--- src/rtl/tv_gen_multi_if.sv ---
// Stimulus-generator bus: run control in from the bench, stimulus vector and status out.
// The generator takes the slave side; the sequencing bench takes the master side.
interface tv_gen_multi_if #(
  parameter int N_IN   = 2,
  parameter int HOLD_W = 8,
  parameter int CNT_W  = 16
);
  logic              start;
  logic              stop;
  logic [1:0]        mode;
  logic [HOLD_W-1:0] hold_len;
  logic [CNT_W-1:0]  rand_cnt;
  logic [N_IN-1:0]   vec;
  logic              vec_valid;
  logic [CNT_W-1:0]  vec_idx;
  logic              busy;
  logic              done;

  modport master (
    output start, stop, mode, hold_len, rand_cnt,
    input  vec, vec_valid, vec_idx, busy, done
  );

  modport slave (
    input  start, stop, mode, hold_len, rand_cnt,
    output vec, vec_valid, vec_idx, busy, done
  );
endinterface

--- src/rtl/tv_gen_multi.sv ---
// Parametrised test-vector generator: binary, Gray, walking-one and LFSR sequences with
// programmable per-vector hold, start/stop handshake and a one-cycle done pulse.
module tv_gen_multi #(
  parameter int          N_IN   = 2,
  parameter int          HOLD_W = 8,
  parameter int          CNT_W  = 16,
  parameter logic [15:0] SEED   = 16'hACE1
) (
  input logic          clk,
  input logic          rst,
  tv_gen_multi_if.slave bus
);

  typedef enum logic [1:0] {IDLE, RUN, DONE} state_t;
  typedef logic [N_IN-1:0] vec_t;

  state_t            state, state_nxt;
  logic [1:0]        mode_q;
  logic [HOLD_W-1:0] hold_q, hold_cnt, hold_in;
  logic [16:0]       total_q, total_in, pos, pos_nxt;
  logic [15:0]       lfsr, lfsr_nxt;
  vec_t              vec_r, vec_first, vec_adv;
  logic [CNT_W-1:0]  idx_r;
  logic              go, hold_end, last;

  // Position is tracked in 17 bits so a full 2^16 sweep terminates even when vec_idx saturates.
  always_comb begin
    go       = bus.start && !bus.stop;
    hold_end = (hold_cnt == hold_q - HOLD_W'(1));
    last     = (pos == total_q - 17'd1);
    pos_nxt  = pos + 17'd1;
    lfsr_nxt = {1'b0, lfsr[15:1]} ^ (lfsr[0] ? 16'hB400 : 16'h0000);
    hold_in  = (bus.hold_len == '0) ? HOLD_W'(1) : bus.hold_len;

    case (bus.mode)
      2'b00, 2'b01: total_in = 17'd1 << N_IN;
      2'b10:        total_in = 17'(N_IN);
      default:      total_in = (bus.rand_cnt == '0) ? 17'd1 : 17'(bus.rand_cnt);
    endcase

    case (bus.mode)
      2'b10:   vec_first = vec_t'(1);
      2'b11:   vec_first = lfsr[N_IN-1:0];
      default: vec_first = '0;
    endcase

    case (mode_q)
      2'b00:   vec_adv = pos_nxt[N_IN-1:0];
      2'b01:   vec_adv = pos_nxt[N_IN-1:0] ^ (pos_nxt[N_IN-1:0] >> 1);
      2'b10:   vec_adv = vec_t'(1) << pos_nxt;
      default: vec_adv = lfsr_nxt[N_IN-1:0];
    endcase
  end

  always_ff @(posedge clk or negedge rst) begin
    if (!rst) state <= IDLE;
    else      state <= state_nxt;
  end

  always_comb begin
    state_nxt = state;
    case (state)
      IDLE:    if (go) state_nxt = RUN;
      RUN: begin
        if (bus.stop)              state_nxt = IDLE;
        else if (hold_end && last) state_nxt = DONE;
      end
      DONE:    state_nxt = IDLE;
      default: state_nxt = IDLE;
    endcase
  end

  always_comb begin
    bus.busy      = (state == RUN);
    bus.vec_valid = (state == RUN);
    bus.done      = (state == DONE);
    bus.vec       = vec_r;
    bus.vec_idx   = idx_r;
  end

  // The LFSR is only restored to SEED by reset, so consecutive LFSR runs continue the sequence.
  always_ff @(posedge clk or negedge rst) begin
    if (!rst) begin
      mode_q   <= '0;
      hold_q   <= '0;
      hold_cnt <= '0;
      total_q  <= '0;
      pos      <= '0;
      lfsr     <= SEED;
      vec_r    <= '0;
      idx_r    <= '0;
    end else begin
      case (state)
        IDLE: begin
          if (go) begin
            mode_q   <= bus.mode;
            hold_q   <= hold_in;
            total_q  <= total_in;
            hold_cnt <= '0;
            pos      <= '0;
            idx_r    <= '0;
            vec_r    <= vec_first;
          end
        end
        RUN: begin
          if (bus.stop) begin
            vec_r    <= '0;
            idx_r    <= '0;
            hold_cnt <= '0;
          end else if (hold_end) begin
            hold_cnt <= '0;
            if (!last) begin
              pos   <= pos_nxt;
              vec_r <= vec_adv;
              if (idx_r != '1) idx_r <= idx_r + CNT_W'(1);
              if (mode_q == 2'b11) lfsr <= lfsr_nxt;
            end
          end else begin
            hold_cnt <= hold_cnt + HOLD_W'(1);
          end
        end
        default: begin
          vec_r <= '0;
          idx_r <= '0;
        end
      endcase
    end
  end

endmodule

--- src/flat_wrapper.sv ---
// flat-port wrapper written by rule: the top's interface ports become plain ports
module tv_gen_multi_flat 
#(
  parameter int          N_IN   = 2,
  parameter int          HOLD_W = 8,
  parameter int          CNT_W  = 16,
  parameter logic [15:0] SEED   = 16'hACE1
)
  (clk, rst, bus_start, bus_stop, bus_mode, bus_hold_len, bus_rand_cnt, bus_vec, bus_vec_valid, bus_vec_idx, bus_busy, bus_done);
  tv_gen_multi_if #(.N_IN(N_IN), .HOLD_W(HOLD_W), .CNT_W(CNT_W)) bus_i ();
  input logic clk;
  input logic rst;
  input wire logic [$bits(bus_i.start)-1:0] bus_start;
  input wire logic [$bits(bus_i.stop)-1:0] bus_stop;
  input wire logic [$bits(bus_i.mode)-1:0] bus_mode;
  input wire logic [$bits(bus_i.hold_len)-1:0] bus_hold_len;
  input wire logic [$bits(bus_i.rand_cnt)-1:0] bus_rand_cnt;
  output wire logic [$bits(bus_i.vec)-1:0] bus_vec;
  output wire logic [$bits(bus_i.vec_valid)-1:0] bus_vec_valid;
  output wire logic [$bits(bus_i.vec_idx)-1:0] bus_vec_idx;
  output wire logic [$bits(bus_i.busy)-1:0] bus_busy;
  output wire logic [$bits(bus_i.done)-1:0] bus_done;
  assign bus_i.start = bus_start;
  assign bus_i.stop = bus_stop;
  assign bus_i.mode = bus_mode;
  assign bus_i.hold_len = bus_hold_len;
  assign bus_i.rand_cnt = bus_rand_cnt;
  assign bus_vec = bus_i.vec;
  assign bus_vec_valid = bus_i.vec_valid;
  assign bus_vec_idx = bus_i.vec_idx;
  assign bus_busy = bus_i.busy;
  assign bus_done = bus_i.done;
  tv_gen_multi #(.N_IN(N_IN), .HOLD_W(HOLD_W), .CNT_W(CNT_W), .SEED(SEED)) u_core (.clk(clk), .rst(rst), .bus(bus_i));
endmodule
--- config.mk ---
export PLATFORM = sky130hd
export DESIGN_NAME = tv_gen_multi_flat
export DESIGN_NICKNAME = d
export VERILOG_FILES = /design/src/rtl/tv_gen_multi_if.sv /design/src/rtl/tv_gen_multi.sv /design/src/flat_wrapper.sv
export SDC_FILE = /design/constraint.sdc
export NUM_CORES = 1
export LEC_CHECK = 0
export CAP_MARGIN = 20
export CORE_UTILIZATION = 55
export CTS_CLUSTER_SIZE = 16
export DETAILED_ROUTE_END_ITERATION = 10
export GPL_ROUTABILITY_DRIVEN = 0
export GPL_TIMING_DRIVEN = 0
export MAX_ROUTING_LAYER = met4
export PLACE_DENSITY_LB_ADDON = 0.2
export SLEW_MARGIN = 40
export SYNTH_ARGS = -nofsm -noshare
export SYNTH_HDL_FRONTEND = slang
export SYNTH_SLANG_ARGS = --single-unit
--- constraint.sdc ---
create_clock -name clk -period 6 [get_ports clk]
set_input_delay 0.9 -clock clk [delete_from_list [all_inputs] [get_ports clk]]
set_output_delay 0.9 -clock clk [all_outputs]
set_load 0.02 [all_outputs]
==> metrics.cfg, run 1 <==
[setup_path]
cp_cell_sequence=inv_1 > ha_1 > or3b_2 > clkbuf_1 > nor2_1 > xnor2_1 > nor4_1 > nand4b_2 > nor2_2 > clkbuf_1 > o311ai_0 > o31ai_1
r2r-end=u_core.pos[15]$_DFFE_PN0P_
arrival_ns=4.07
r2r_setup_slack_ns=2.21
crit_end=u_core.pos[15]$_DFFE_PN0P_
start_kind=flip-flop
endpoint_kind=flip-flop
required_ns=6.28
critPathSlowestCell=clkbuf_1
worst_path_largest_cell_delay_ns=0.47
startpoint=u_core.total_q[0]$_DFFE_PN0P_
r2r_cells=12
crit_family=simple AND/OR/NAND/NOR gates
path_buf_inv=3
crit_top_cell=clkbuf_1
r2r_start=u_core.total_q[0]$_DFFE_PN0P_
worstSetupPathType=reg2reg
cp_num_cells=12
cp_max_fo=10

[yosys]
synth_cells=631
synth_nets=666
yosys.area.top_type_share=0.3503
synth_top_flop_cell=dfrtp_1
yosys.area.top_type=dfrtp_1
synth_area_um2=5644
synth_most_common_cell=dfrtp_1
synth.yosys.warnings=0
ys_ff_latch=87
synth_commonest_cells=dfrtp_1 (79), nand2_1 (65), nor2_1 (40)
ys_seq_area_frac=0.3875
async_flop_share=1.000
synth_cell_type_count=70
avgSynthCellArea_um2=8.945
synth.area.top_cells=dfrtp_1 (35%), nand2_1 (4.3%), dfstp_2 (3.7%), xnor2_1 (2.9%), o21ai_0 (2.7%)
synth_edf_count=0

[die]
die_w_um=103.3
start_util=0.5722
core-area_um2=9864
die_y_um=103.3
io_pins=51
dieArea_um2=10670
num_rows=36

[power_and_ir_drop]
clkPwrFrac=0.312
p_switching_mw=0.4806
cellPowerDensity_nw_per_um2=229.7
total_power_mw=1.508
netSwitchingFraction=0.3187
p_leak_nw=2.733
p_int_mw=1.027
pwr-share-seq=0.442
max-vdd-ir-drop_mv=0.1669
p_comb_frac=0.246

[global_routing]
first_global_vias=5075
gr-max-usage-layer=met2
grtUsageTotal=0.3109
grt_use_met1=0.3996
grtUsageMet3=0.04032
grt_max_degree=50
grt_pass1_wl_um=24900
met2_usage=0.4974
antenna_found_initial=0
grt_overflow=0

[status]
status=finished clean

[cts]
holdBufCountCts=0
root_buffer=clkbuf_8
path_clk_slew_ns=0.10
cts_inserted_buffers=9
tritoncts=built
clock_latency_ns=0.37
cts_resized=0
post_cts_buffers=0
cts.path.max_buffers=2
h-tree-depth=3
clock-sinks=87

[finish]
drive_gt1_frac=0.1103
area_growth_syn_to_layout_pct=16.34
diodes=0
nets=728

[sta]
hold_viol=0
fmax_mhz=263.5
rsz0062_at_grt=false
slew_viol_final=0
fin_crit_sh=0.6324
finalSetupTns_ns=0
period_minus_slack_ns=3.794
worst_pin_slew_ns=0.7317
final-setup-viol-count=0
fin_skew_ns=0.01541
holdWs_ns=0.4481
slew_headroom=0.5077

[detailed_routing]
vias=5194
avgViaCountPerCell=6.250
wire_per_inst_um=17.70
ant_nets=0
drtIter0Drc=335
drc_errors=0
dr.pass1.iters=5
routed_wl_um=14710

[hold_path]
hold_class=in2async

[placement]
dpl.hpwl_um=10550
portBuffers=50

[flow_run]
drv_cap=0

## how the worst min path moves through the flow
stage	slack (ns)	end	start
final	0.45	u_core.total_q[11]$_DFFE_PN0P_	rst
after global routing	0.47	u_core.total_q[6]$_DFFE_PN0P_	rst
after CTS	0.47	u_core.total_q[11]$_DFFE_PN0P_	rst
after detailed placement	0.47	u_core.lfsr[11]$_DFFE_PN1P_	u_core.lfsr[12]$_DFFE_PN0P_
after global placement	0.47	u_core.lfsr[12]$_DFFE_PN0P_	u_core.lfsr[12]$_DFFE_PN0P_
after floorplan	0.45	u_core.lfsr[12]$_DFFE_PN0P_	u_core.lfsr[12]$_DFFE_PN0P_
## per-layer routing
metal	wire length [µm]	part of all wire	vias to the layer above
met5	0	0	-
met4	246	0.017	0
met3	625	0.042	21
met2	7262	0.49	161
met1	6573	0.45	2552
li1	-	-	2460
## cell families (layout without fill, tap and decap cells)
family	after synthesis	count (layout)	share of synthesized area
compound gates	147	147	0.1918
xor+xnor	35	35	0.05431
fa+ha+maj	5	5	0.01108
buf+inv	71	138	0.05653
flops	87	87	0.3875
mux	26	26	0.04988
simple gates	260	260	0.2489
## per-stage QoR
stage	cell area, µm²	std cells	utilization	worst slack, ns
after floorplan	5644	631	-	2.958
after global placement	6311	814	0.6398	0.8415
after detailed placement	6337	815	0.6424	2.354
after CTS	6560	831	0.6650	2.324
after global routing	6566	831	0.6657	2.039
final	6566	831	0.6657	2.206
## cell usage in the layout (no fill, tap or decap), drive strengths merged, types with 7 or more instances in the layout
cell and count:
nand3 26, nor2b 8, or3 7, nand4 14, or2 8, dfstp 8
mux2i 9, xnor2 19, nor4 21, or4 13, and3 13, nand2 65
dfrtp 79, o311ai 13, a31oi 12, a22o 13, o31ai 15, nor2 41
o21ai 32, inv 22, buf 16, clkdlybuf4s50 49, xor2 16, mux2 17
clkbuf 46, nor3 14, and2 7, a21oi 15
## flip-flops by register name (all words and copies together), names as in the netlist
signal,count
u_core.mode_q,2
u_core.hold_q,8
u_core.lfsr,16
u_core.bus.vec_idx,16
u_core.state,2
u_core.pos,17
u_core.hold_cnt,8
u_core.bus.vec,2
u_core.total_q,16
## final cells by class
type | instances | area, µm²
timing repair buffer | 51 | 521.8
buffer | 49 | 236.5
multi-input combinational | 473 | 3149
sequential | 87 | 2187
fill | 804 | 3298
tap | 133 | 166.4
clock inverter | 5 | 81.33
inverter | 22 | 82.58
clock buffer | 11 | 141.4
## power by group through the flow
stage          Combinational [mW]  Clock (mW)  Sequential (mW)
6_report                    0.371       0.471            0.666
5_1_grt                     0.410       0.501            0.672
4_1_cts                     0.367       0.477            0.664
3_5_place_dp                0.366           0            0.675
3_3_place_gp                0.347           0            0.673
2_1_floorplan               0.259           0            0.664
## worst register-to-register path: stages, from the launching register on
cell and delay [ns]:
dfrtp_1 0.46, inv_1 0.11, ha_1 0.23, or3b_2 0.46, clkbuf_1 0.24, nor2_1 0.18
xnor2_1 0.10, nor4_1 0.36, nand4b_2 0.33, nor2_2 0.41, clkbuf_1 0.47, o311ai_0 0.25
o31ai_1 0.12
(Power assumes the default switching activity.)
==> inputs of run 2 (changes only) <==
==> constraint.sdc (replaced) <==
create_clock -name clk -period 3.8 [get_ports clk]
set_input_delay 0.57 -clock clk [delete_from_list [all_inputs] [get_ports clk]]
set_output_delay 0.57 -clock clk [all_outputs]
set_load 0.02 [all_outputs]
==> metrics.cfg, run 2 (synthesized netlist as in run 1, its figures left out) <==
[status]
status=finished clean

[cts]
h-tree-depth=3  ; unchanged
cts.path.max_buffers=2  ; unchanged
cts_inserted_buffers=9  ; unchanged
root_buffer=clkbuf_8
post_cts_buffers=0  ; unchanged
clock-sinks=87  ; unchanged
clock_latency_ns=0.37  ; about the same
path_clk_slew_ns=0.10  ; about the same
tritoncts=built

[finish]
mostFrequentLayoutCell=dfrtp_1
final_cell_mix=dfrtp_1 (79), nand2_1 (65), clkdlybuf4s50_1 (49)
area_growth_syn_to_layout_pct=16.38  ; about the same
final_util=0.6659  ; about the same
largest_reg_flops=17  ; unchanged
drive_gt1_frac=0.1132  ; +0.002865
largest_register=u_core.pos
diodes=0  ; unchanged
nets=728  ; unchanged

[setup_path]
r2r-end=u_core.bus.vec[1]$_DFFE_PN0P_
crit_end=u_core.bus.vec[1]$_DFFE_PN0P_
required_ns=4.06  ; -2.22 ns
endpoint_kind=flip-flop
startpoint=u_core.total_q[0]$_DFFE_PN0P_
r2r_cells=12  ; unchanged
cp_max_fo=10  ; unchanged
arrival_ns=3.89  ; -0.18 ns
worstSetupPathType=reg2reg
r2r_setup_slack_ns=0.16  ; -2.04 ns
critPathSlowestCell=dfrtp_1
r2r_start=u_core.total_q[0]$_DFFE_PN0P_
worst_path_largest_cell_delay_ns=0.46  ; about the same
start_kind=flip-flop
cp_cell_sequence=inv_1 > ha_1 > or3b_2 > clkbuf_1 > nor2_1 > xnor2_1 > nor4_1 > nand4b_2 > or3_1 > buf_2 > nand3_1 > mux2_2

[placement]
portBuffers=50  ; unchanged
dp_slack_ns=0.1537  ; -2.200 ns
dpl.hpwl_um=10550  ; unchanged

[die]
core-area_um2=9864  ; unchanged
dieArea_um2=10670  ; unchanged
die_y_um=103.3  ; unchanged
io_pins=51  ; unchanged
num_rows=36  ; unchanged
start_util=0.5722  ; unchanged
die_w_um=103.3  ; unchanged

[detailed_routing]
routed_wl_um=14720  ; about the same
drc_errors=0  ; unchanged
vias=5222  ; +0.54%
wire_per_inst_um=17.71  ; about the same
avgViaCountPerCell=6.284  ; +0.54%
ant_nets=0  ; unchanged
drtIter0Drc=322  ; -3.9%
dr.pass1.iters=5  ; unchanged

[sta]
slew_headroom=0.4938  ; -0.01398
fin_skew_ns=0.01402  ; -0.001390 ns
period_minus_slack_ns=3.636  ; -0.1587 ns
fin_crit_sh=0.9568  ; +0.3244
setup_ws_ns=0.1643  ; -2.041 ns
rsz0062_at_grt=false
hold_viol=0  ; unchanged
slew_viol_final=0  ; unchanged
final-setup-viol-count=0  ; unchanged
fmax_mhz=275.0  ; +4.4%
finalSetupTns_ns=0  ; unchanged
worst_pin_slew_ns=0.7524  ; +0.02077 ns

[power_and_ir_drop]
cellPowerDensity_nw_per_um2=363.0  ; +58%
p_leak_nw=2.739  ; +0.22%
max-vdd-ir-drop_mv=0.2641  ; +58%

[global_routing]
grt_overflow=0  ; unchanged
grt_pass1_wl_um=24900  ; unchanged
grt_max_degree=50  ; unchanged
first_global_vias=5075  ; unchanged
grtUsageTotal=0.3109  ; unchanged
antenna_found_initial=0  ; unchanged

[flow_run]
drv_cap=0  ; unchanged

[hold_path]
hold_class=in2async

run 2: routing by layer:
layer | part of all wire | GRT usage
met4 | 0.021 | 0.1311
met3 | 0.053 | 0.04032
met2 | 0.49 | 0.4974
met1 | 0.44 | 0.3996
met5 | 0 | -
run 2: worst min-delay path by stage:
stage / cells after the start / slack, ns / to / startpoint
floorplan: 0 / 0.27 / u_core.bus.vec[0]$_DFFE_PN0P_ / rst
global placement: 1 / 0.47 / u_core.lfsr[12]$_DFFE_PN0P_ / u_core.lfsr[12]$_DFFE_PN0P_
detailed placement: 1 / 0.47 / u_core.lfsr[11]$_DFFE_PN1P_ / u_core.lfsr[12]$_DFFE_PN0P_
CTS: 1 / 0.14 / u_core.total_q[11]$_DFFE_PN0P_ / rst
global route: 1 / 0.14 / u_core.total_q[6]$_DFFE_PN0P_ / rst
finish: 1 / 0.11 / u_core.total_q[11]$_DFFE_PN0P_ / rst
run 2: report_power, final:
| part | switching, mW | internal [mW] | total, mW | leakage (nW) |
|---|---|---|---|---|
| sequential | 0.0747 | 0.977 | 1.05 | 1.16 |
| combinational | 0.329 | 0.256 | 0.585 | 1.47 |
| clock | 0.358 | 0.389 | 0.748 | 0.110 |
run 2: stage by stage:
stage	area (µm²)	hold slack, ns	std cells	total power, mW
final	6569	0.1124	831	2.384
after global routing	6569	0.1413	831	2.500
after floorplan	5644	0.2744	631	1.458
after global placement	6311	0.4666	814	1.610
after CTS	6560	0.1355	831	2.382
after detailed placement	6337	0.4741	815	1.643
run 2: critical path, delay by kind of cell (launching register included):
kind          cells  cell delay [ns]
mux               1             0.34
simple gates      6             1.85
flops             1             0.46
xor+xnor          1             0.10
buf+inv           3             0.55
fa+ha+maj         1             0.22
run 2: area by class of cell:
cell class | instances | area (µm²)
Clock inverter | 5 | 81.33
Sequential cell | 87 | 2187
Clock buffer | 11 | 141.4
Fill cell | 804 | 3296
Timing Repair Buffer | 51 | 521.8
Tap cell | 133 | 166.4
Inverter | 22 | 82.58
Buffer | 49 | 239.0
Multi-Input combinational cell | 473 | 3149
run 2: what timing repair did:
action / 4_1_cts / 5_1_grt
hold buffers: 0 / 0
gates resized for setup: 0 / 4
setup endpoints to repair: 0 / 13
